File: config.mk
export PLATFORM = sky130hd
export DESIGN_NAME = iob_ram_be_arb
export DESIGN_NICKNAME = d
export VERILOG_FILES = /design/src/rtl/iob_ram_arb_pkg.sv /design/src/rtl/iob_ram_arb_sel.sv /design/src/rtl/iob_ram_be_arb.sv
export SDC_FILE = /design/constraint.sdc
export NUM_CORES = 1
export LEC_CHECK = 0
export ABC_AREA = 1
export BUFFER_PORTS_ARGS = -buffer_cell sky130_fd_sc_hd__buf_4
export CAP_MARGIN = 20
export CORE_AREA = 5 5 80 82
export CTS_CLUSTER_DIAMETER = 80
export DETAILED_ROUTE_END_ITERATION = 10
export DIE_AREA = 0 0 85 87
export GPL_ROUTABILITY_DRIVEN = 0
export GPL_TIMING_DRIVEN = 0
export HOLD_SLACK_MARGIN = 0.02
export PLACE_DENSITY_LB_ADDON = 0.25
export SYNTH_ARGS = -nofsm -noshare
export SYNTH_HDL_FRONTEND = slang
export SYNTH_SLANG_ARGS = --single-unit
File: constraint.sdc
create_clock -name clk -period 1.4 [get_ports clk]
set_input_delay 0.21 -clock clk [delete_from_list [all_inputs] [get_ports clk]]
set_output_delay 0.21 -clock clk [all_outputs]
set_load 0.02 [all_outputs]
File: src/rtl/iob_ram_arb_pkg.sv
// Shared arbitration definitions for the byte-enable RAM arbiter.
// Build option: define IOB_RAM_ARB_RR_EN for round-robin, else fixed priority.
package iob_ram_arb_pkg;

    typedef enum logic {
        ARB_FIXED = 1'b0,
        ARB_RR    = 1'b1
    } arb_mode_e;

`ifdef IOB_RAM_ARB_RR_EN
    localparam arb_mode_e ARB_MODE = ARB_RR;
`else
    localparam arb_mode_e ARB_MODE = ARB_FIXED;
`endif

    localparam int N_REQ_MAX = 8;

    // Width of the last-grant pointer; never below one bit.
    function automatic int lg_w(input int n);
        return (n > 1) ? $clog2(n) : 1;
    endfunction

    localparam int LG_W_MAX = lg_w(N_REQ_MAX);

endpackage

File: src/rtl/iob_ram_arb_sel.sv
// One-hot grant selection from request vector and last-grant pointer.
// Build option: IOB_RAM_ARB_RR_EN selects round-robin search from lg+1.
module iob_ram_arb_sel
    import iob_ram_arb_pkg::*;
#(
    parameter int N_REQ = 2,
    parameter int LG_W  = lg_w(N_REQ)
) (
    input  logic [N_REQ-1:0] req_i,
    input  logic [LG_W-1:0]  lg_i,
    output logic [N_REQ-1:0] grant_o
);

`ifdef IOB_RAM_ARB_RR_EN
    logic [LG_W:0]   sum;
    logic [LG_W-1:0] idx;
    logic            found;

    // Search starts one past the last winner and wraps modulo N_REQ.
    always_comb begin
        grant_o = '0;
        found   = 1'b0;
        sum     = '0;
        idx     = '0;
        for (int k = 1; k <= N_REQ; k++) begin
            sum = {1'b0, lg_i} + (LG_W+1)'(k);
            if (sum >= (LG_W+1)'(N_REQ))
                sum = sum - (LG_W+1)'(N_REQ);
            idx = sum[LG_W-1:0];
            if (!found && req_i[idx]) begin
                grant_o[idx] = 1'b1;
                found        = 1'b1;
            end
        end
    end
`else
    logic unused_lg;
    assign unused_lg = ^lg_i;

    // Lowest requesting index wins.
    always_comb begin
        grant_o = '0;
        for (int j = N_REQ - 1; j >= 0; j--) begin
            if (req_i[j]) begin
                grant_o    = '0;
                grant_o[j] = 1'b1;
            end
        end
    end
`endif

endmodule

File: src/rtl/iob_ram_be_arb.sv
// N-requester arbiter in front of one single-port byte-write RAM.
// Build option: IOB_RAM_ARB_RR_EN enables round-robin arbitration.
module iob_ram_be_arb
    import iob_ram_arb_pkg::*;
#(
    parameter int ADDR_W = 10,
    parameter int DATA_W = 32,
    parameter int N_REQ  = 2
) (
    input  logic                       clk,
    input  logic                       rst,
    input  logic [N_REQ-1:0]           req_valid,
    input  logic [N_REQ*ADDR_W-1:0]    req_addr,
    input  logic [N_REQ*DATA_W/8-1:0]  req_wstrb,
    input  logic [N_REQ*DATA_W-1:0]    req_wdata,
    output logic [N_REQ-1:0]           req_ready,
    output logic [N_REQ-1:0]           resp_valid,
    output logic [DATA_W-1:0]          resp_rdata,
    input  logic                       resp_ready,
    output logic                       mem_en,
    output logic [DATA_W/8-1:0]        mem_we,
    output logic [ADDR_W-1:0]          mem_addr,
    output logic [DATA_W-1:0]          mem_din,
    input  logic [DATA_W-1:0]          mem_dout
);

    localparam int STRB_W = DATA_W / 8;
    localparam int LG_W   = lg_w(N_REQ);

    logic [N_REQ-1:0] grant;
    logic [N_REQ-1:0] accept;
    logic [N_REQ-1:0] resp_valid_q, resp_valid_d;
    logic [LG_W-1:0]  lg_q, lg_d;
    logic [LG_W-1:0]  acc_idx;
    logic             stall;
    logic             acc;

    iob_ram_arb_sel #(
        .N_REQ (N_REQ),
        .LG_W  (LG_W)
    ) u_sel (
        .req_i   (req_valid),
        .lg_i    (lg_q),
        .grant_o (grant)
    );

    // An unconsumed response blocks new accepts; reset blocks them too.
    assign stall      = (|resp_valid_q) && !resp_ready;
    assign req_ready  = (rst || stall) ? '0 : grant;
    assign accept     = req_valid & req_ready;
    assign acc        = |accept;
    assign resp_valid = resp_valid_q;
    assign resp_rdata = mem_dout;

    // Steer the accepted requester's slices onto the RAM port.
    always_comb begin
        mem_en   = acc;
        mem_we   = '0;
        mem_addr = '0;
        mem_din  = '0;
        acc_idx  = '0;
        for (int i = 0; i < N_REQ; i++) begin
            if (accept[i]) begin
                mem_we   = req_wstrb[i*STRB_W +: STRB_W];
                mem_addr = req_addr[i*ADDR_W +: ADDR_W];
                mem_din  = req_wdata[i*DATA_W +: DATA_W];
                acc_idx  = LG_W'(i);
            end
        end
    end

    // Response owner follows the accept; held while stalled.
    always_comb begin
        resp_valid_d = '0;
        lg_d         = lg_q;
        if (acc) begin
            resp_valid_d = accept;
            lg_d         = acc_idx;
        end else if (stall) begin
            resp_valid_d = resp_valid_q;
        end
    end

    // Response and last-grant state.
    always_ff @(posedge clk or posedge rst) begin
        if (rst) begin
            resp_valid_q <= '0;
            lg_q         <= LG_W'(N_REQ - 1);
        end else begin
            resp_valid_q <= resp_valid_d;
            lg_q         <= lg_d;
        end
    end

endmodule

### After elaboration in Yosys (flattened, before gate mapping)

Index checks and enable logic that the tools add are counted.

| word-level totals | value |
|---|---|
| flip-flop bits (word level) | 2 |
| output and inout bits | 83 |

| operators by class | value |
|---|---|
| eq/ne operators | 1 |
| muxes and demuxes | 11 |
| bitwise operators | 1 |
| reductions and logical operators | 5 |

Operators with widths:

| cell | count |
|---|---|
| 32-bit 2-to-1 mux | 2 |
| 10-bit 2-to-1 mux | 2 |
| 2-bit 2-to-1 mux | 5 |
| 4-bit 2-to-1 mux | 2 |
| 2-bit OR reduction | 2 |
| 2-bit bitwise AND | 1 |
| 2-bit != test, second input constant | 1 |
| 1-bit logical AND | 1 |
| 1-bit zero test | 1 |
| 1-bit logical OR | 1 |

### Longest topological paths before layout

| logic depth | value |
|---|---|
| word-level depth | 7 |
| mapped depth | 6 |
| mapped depth without buffers | 4 |

### Hierarchy

A second synthesis with hierarchy kept.

| second synthesis, totals | value |
|---|---|
| cells, all modules | 210 |
| area, all modules | 1091.0 um^2 |

By module, submodules not included:

| module | times used | cells an instance | area an instance (um^2) |
|---|---|---|---|
| iob_ram_be_arb | 1 | 207 | 1073.5 |
| iob_ram_arb_sel | 1 | 3 | 17.5 |

### Worst setup path after synthesis

OpenSTA, ideal clock, no wires.

| timing | value |
|---|---|
| path kind | register to output |
| start | register resp_valid_q[0] (netlist: resp_valid[0]) |
| end | output port mem_addr[0] |
| data arrival time | 1198 ps |
| setup slack | -8 ps |
| stages on the path, launching flop included | 6 |
| path buffers | 2 |
| cells stage by stage | dfrtp_1 > o21ai_2 > buf_6 > buf_6 > nand4_1 > nand2_1 |

| between the ends | value |
|---|---|
| longest elaborated chain between the ends | 7 |

Ends and longest elaborated chain:

| what | RTL line | source |
|---|---|---|
| start: declaration | iob_ram_be_arb.sv:32 | `logic [N_REQ-1:0] resp_valid_q, resp_valid_d;` |
| start signal: assignment | iob_ram_be_arb.sv:90 | `resp_valid_q <= resp_valid_d;` |
| 2-bit OR reduction * | iob_ram_be_arb.sv:48 | `assign stall = (\|resp_valid_q) && !resp_ready;` |
| 1-bit logical AND * | iob_ram_be_arb.sv:48 |  |
| 1-bit logical OR * | iob_ram_be_arb.sv:49 | `assign req_ready = (rst \|\| stall) ? '0 : grant;` |
| 2-bit 2-to-1 mux * | iob_ram_be_arb.sv:49 |  |
| 2-bit bitwise AND * | iob_ram_be_arb.sv:50 | `assign accept = req_valid & req_ready;` |
| 10-bit 2-to-1 mux | iob_ram_be_arb.sv:63 | `if (accept[i]) begin` |
| 10-bit 2-to-1 mux * | iob_ram_be_arb.sv:63 |  |
| end: declaration | iob_ram_be_arb.sv:22 | `output logic [ADDR_W-1:0] mem_addr,` |

Every way passes the cells marked *; elsewhere a longest branch is shown, timed or not.

### Final worst setup path

| timing | value |
|---|---|
| start | register resp_valid_q[0] (netlist: resp_valid[0]) |
| end | output port mem_addr[6] |

The elaborated chain is that of the path after synthesis.

==> flow_summary_export.csv <==
group,metric,value,unit
logic_synthesis,ys_types,13,
cells_and_area,fillers,591,
power_and_ir_drop,vdd_ir_drop_max,196,uV
timing,hold_viol,0,
critical_path,reg2reg_to,"resp_valid[1]",
power_and_ir_drop,power.density,478,mW/mm2
critical_path,worstPathArrival,1.45,ns
routing,dr.pass1.iters,4,
clock_tree,clock_sinks,2,
routing,antenna_left,0,
routing,avgViaCountPerCell,4.83,
timing,setup_slack,-0.260,ns
logic_synthesis,synthTopCellsByArea,"nand4_1 44%, buf_4 21%, nand2_1 15%",
cells_and_area,largest_register_ffs,2,
critical_path,worst-setup-path-type,"register to primary output",
cells_and_area,drive_above_1_share,66.9,%
placement,place_inst,471,
clock_tree,cts_tree,"done",
run_status,violations,"setup timing",
min_path,hold_path_class,"primary input to register",
placement,dpl_cell_area,0.00279,mm2
floorplan,die_area,0.00740,mm2
critical_path,critPathCaptureType,"primary output",
critical_path,r2r_setup_slack,0.34,ns
logic_synthesis,synth_largest_area_cell,"nand4_1",
logic_synthesis,synth.yosys.seq_area_share,3.84,%
placement,place_ws,-0.144,ns
clock_tree,clock_path_buffers,2,
grt,overflow,0,
grt,grt_pass1_wl,11100,um
timing,maxSlewViolCount,0,
critical_path,critPathLaunchType,"register",
timing,timing.final.crit_share,119,%
logic_synthesis,synth_cells,217,
routing,wl_per_cell,15.4,um
clock_tree,cts_buffers,3,
logic_synthesis,yosysTopAreaCellShare,44.2,%
logic_synthesis,synth-edff-count,0,
critical_path,timing.rr.start,"resp_valid[0]",
logic_synthesis,synth_flop_cell,"dfrtp_1",
run_status,status,"complete, but fails checks",
cells_and_area,nNetsFinal,536,
timing,fin_crit,1.66,ns
cells_and_area,fin_area,0.00301,mm2
logic_synthesis,yosysMostFrequentCell,"nand4_1",
critical_path,worstSetupStartpoint,"resp_valid[0]",
routing,wirelength,7410,um
critical_path,r2r_cells,4,
placement,place_hpwl,5920,um
floorplan,pin_count,212,
timing,fin_hold_ws,0.259,ns
logic_synthesis,syn-num-nets,346,
logic_synthesis,synth_common_cells,"92 x nand4_1, 51 x nand2_1, 37 x buf_4, 13 x buf_2, 7 x buf_6",
clock_tree,htree_num_levels,1,
logic_synthesis,avgSynthCellArea,6.00,um2
timing,rsz0062_at_grt,"yes",
cells_and_area,n_antenna_cell,0,
logic_synthesis,syn-cell-area,0.00130,mm2
run,cap_violations,0,
cells_and_area,multi_input_area,842,um2
floorplan,die_h,87,um
cells_and_area,fin_util,53.1,%
grt,grt_pass1_vias,2410,
logic_synthesis,ys_ff_latch,2,
cells_and_area,regArea,50.0,um2
power_and_ir_drop,p_leak,1.69,nW
routing,drc,0,
grt,grt_max_degree,12,
routing,drt_iter0_markers,79,
timing,relSlewSlack,66.3,%
critical_path,cp.required,1.19,ns
routing,vias,2317,
floorplan,dieWidth,85,um
critical_path,cp_max_fo,6,
grt,antenna_found_initial,0,
grt,grtUsageTotal,18.2,%
clock_tree,path_clk_slew,0.03,ns
cells_and_area,area_growth,131,%
floorplan,start_util,22.9,%
timing,fmax,602,MHz
clock_tree,clock-root-buffer,"clkbuf_8",
logic_synthesis,ys_async_sr_fraction,100,%
floorplan,core,0.00568,mm2
placement,io_buffers,179,
logic_synthesis,yosys_warnings,0,
timing,skew,0.000663,ns
floorplan,num_rows,28,
timing,tightest_slew,0.505,ns
critical_path,crit_end,"mem_addr[6]",
clock_tree,cts_hold_buf,0,
cells_and_area,instances_no_fill,480,
clock_tree,clk_latency,0.21,ns
timing,setup_viol,49,
per-layer routing:
| metal | track usage, % | vias to the layer above | routed length [um] |
|---|---|---|---|
| met4 | 4.89 | 0 | 82 |
| met2 | 34.7 | 135 | 3840 |
| li1 | - | 1154 | - |
| met1 | 20.2 | 1022 | 2760 |
| met5 | 0 | - | 0 |
| met3 | 4.07 | 6 | 731 |
per-stage QoR:
step / setup TNS (ns) / total power, mW
6_report: -10.81 / 1.44
3_5_place_dp: -4.49 / 1.13
4_1_cts: -11.51 / 1.45
3_3_place_gp: -4.09 / 1.12
2_1_floorplan: 0 / 0.622
5_1_grt: -14.77 / 1.53
worst min path at each step:
stage / cells after the start / endpoint / slack, ns / from
2_1_floorplan: 3 / resp_valid[0] / 0.29 / rst
3_3_place_gp: 4 / resp_valid[1] / 0.47 / resp_ready
3_5_place_dp: 4 / resp_valid[0] / 0.48 / resp_ready
4_1_cts: 4 / resp_valid[0] / 0.26 / resp_ready
5_1_grt: 4 / resp_valid[1] / 0.28 / resp_ready
6_report: 4 / resp_valid[0] / 0.26 / resp_ready
logic make-up (layout without fill, tap and decap cells):
group	after synthesis	count (layout)	synth area share (%)
simple gates	146	146	59.9
buf+inv	68	256	35.5
flops	2	2	3.84
compound gates	1	1	0.673
cell usage in the layout (no fill, tap or decap):
| master | count |
|---|---|
| buf_4 | 192 |
| nand4_1 | 92 |
| buf_6 | 37 |
| nand2_1 | 30 |
| nand2_2 | 21 |
| buf_2 | 11 |
| inv_2 | 4 |
| clkbuf_1 | 4 |
| clkbuf_8 | 3 |
| nand3_1 | 2 |
| buf_8 | 2 |
| buf_1 | 2 |
| dfrtp_1 | 2 |
| o21ai_2 | 1 |
| inv_1 | 1 |
| nor2_1 | 1 |
timing repair:
item                                    in CTS  in global routing
resized for setup                           37                  1
buffers inserted                             3                  1
pin swaps                                    3                  5
cloned                                       2                  0
endpoints found under the setup margin      49                 49
critical path, stage by stage (launching register included):
cell	delay, ns
dfrtp_1	0.37
o21ai_2	0.21
buf_6	0.18
buf_4	0.15
nand4_1	0.09
nand2_2	0.09
buf_4	0.14
where the power goes:
part / internal [mW] / switching (mW)
clock: 0.182 / 0.0506
sequential: 0.0639 / 0.00365
combinational: 0.588 / 0.551
total: 0.834 / 0.606
layout make-up:
| type | instances | area share [%] |
|---|---|---|
| Timing Repair Buffer | 185 | 49.9 |
| Multi-Input combinational cell | 147 | 28.0 |
| Buffer | 63 | 15.4 |
| Tap cell | 75 | 3.12 |
| Sequential cell | 2 | 1.66 |
| Clock buffer | 3 | 1.37 |
| Inverter | 5 | 0.623 |
No activity file was read; power rests on OpenSTA's default activity.
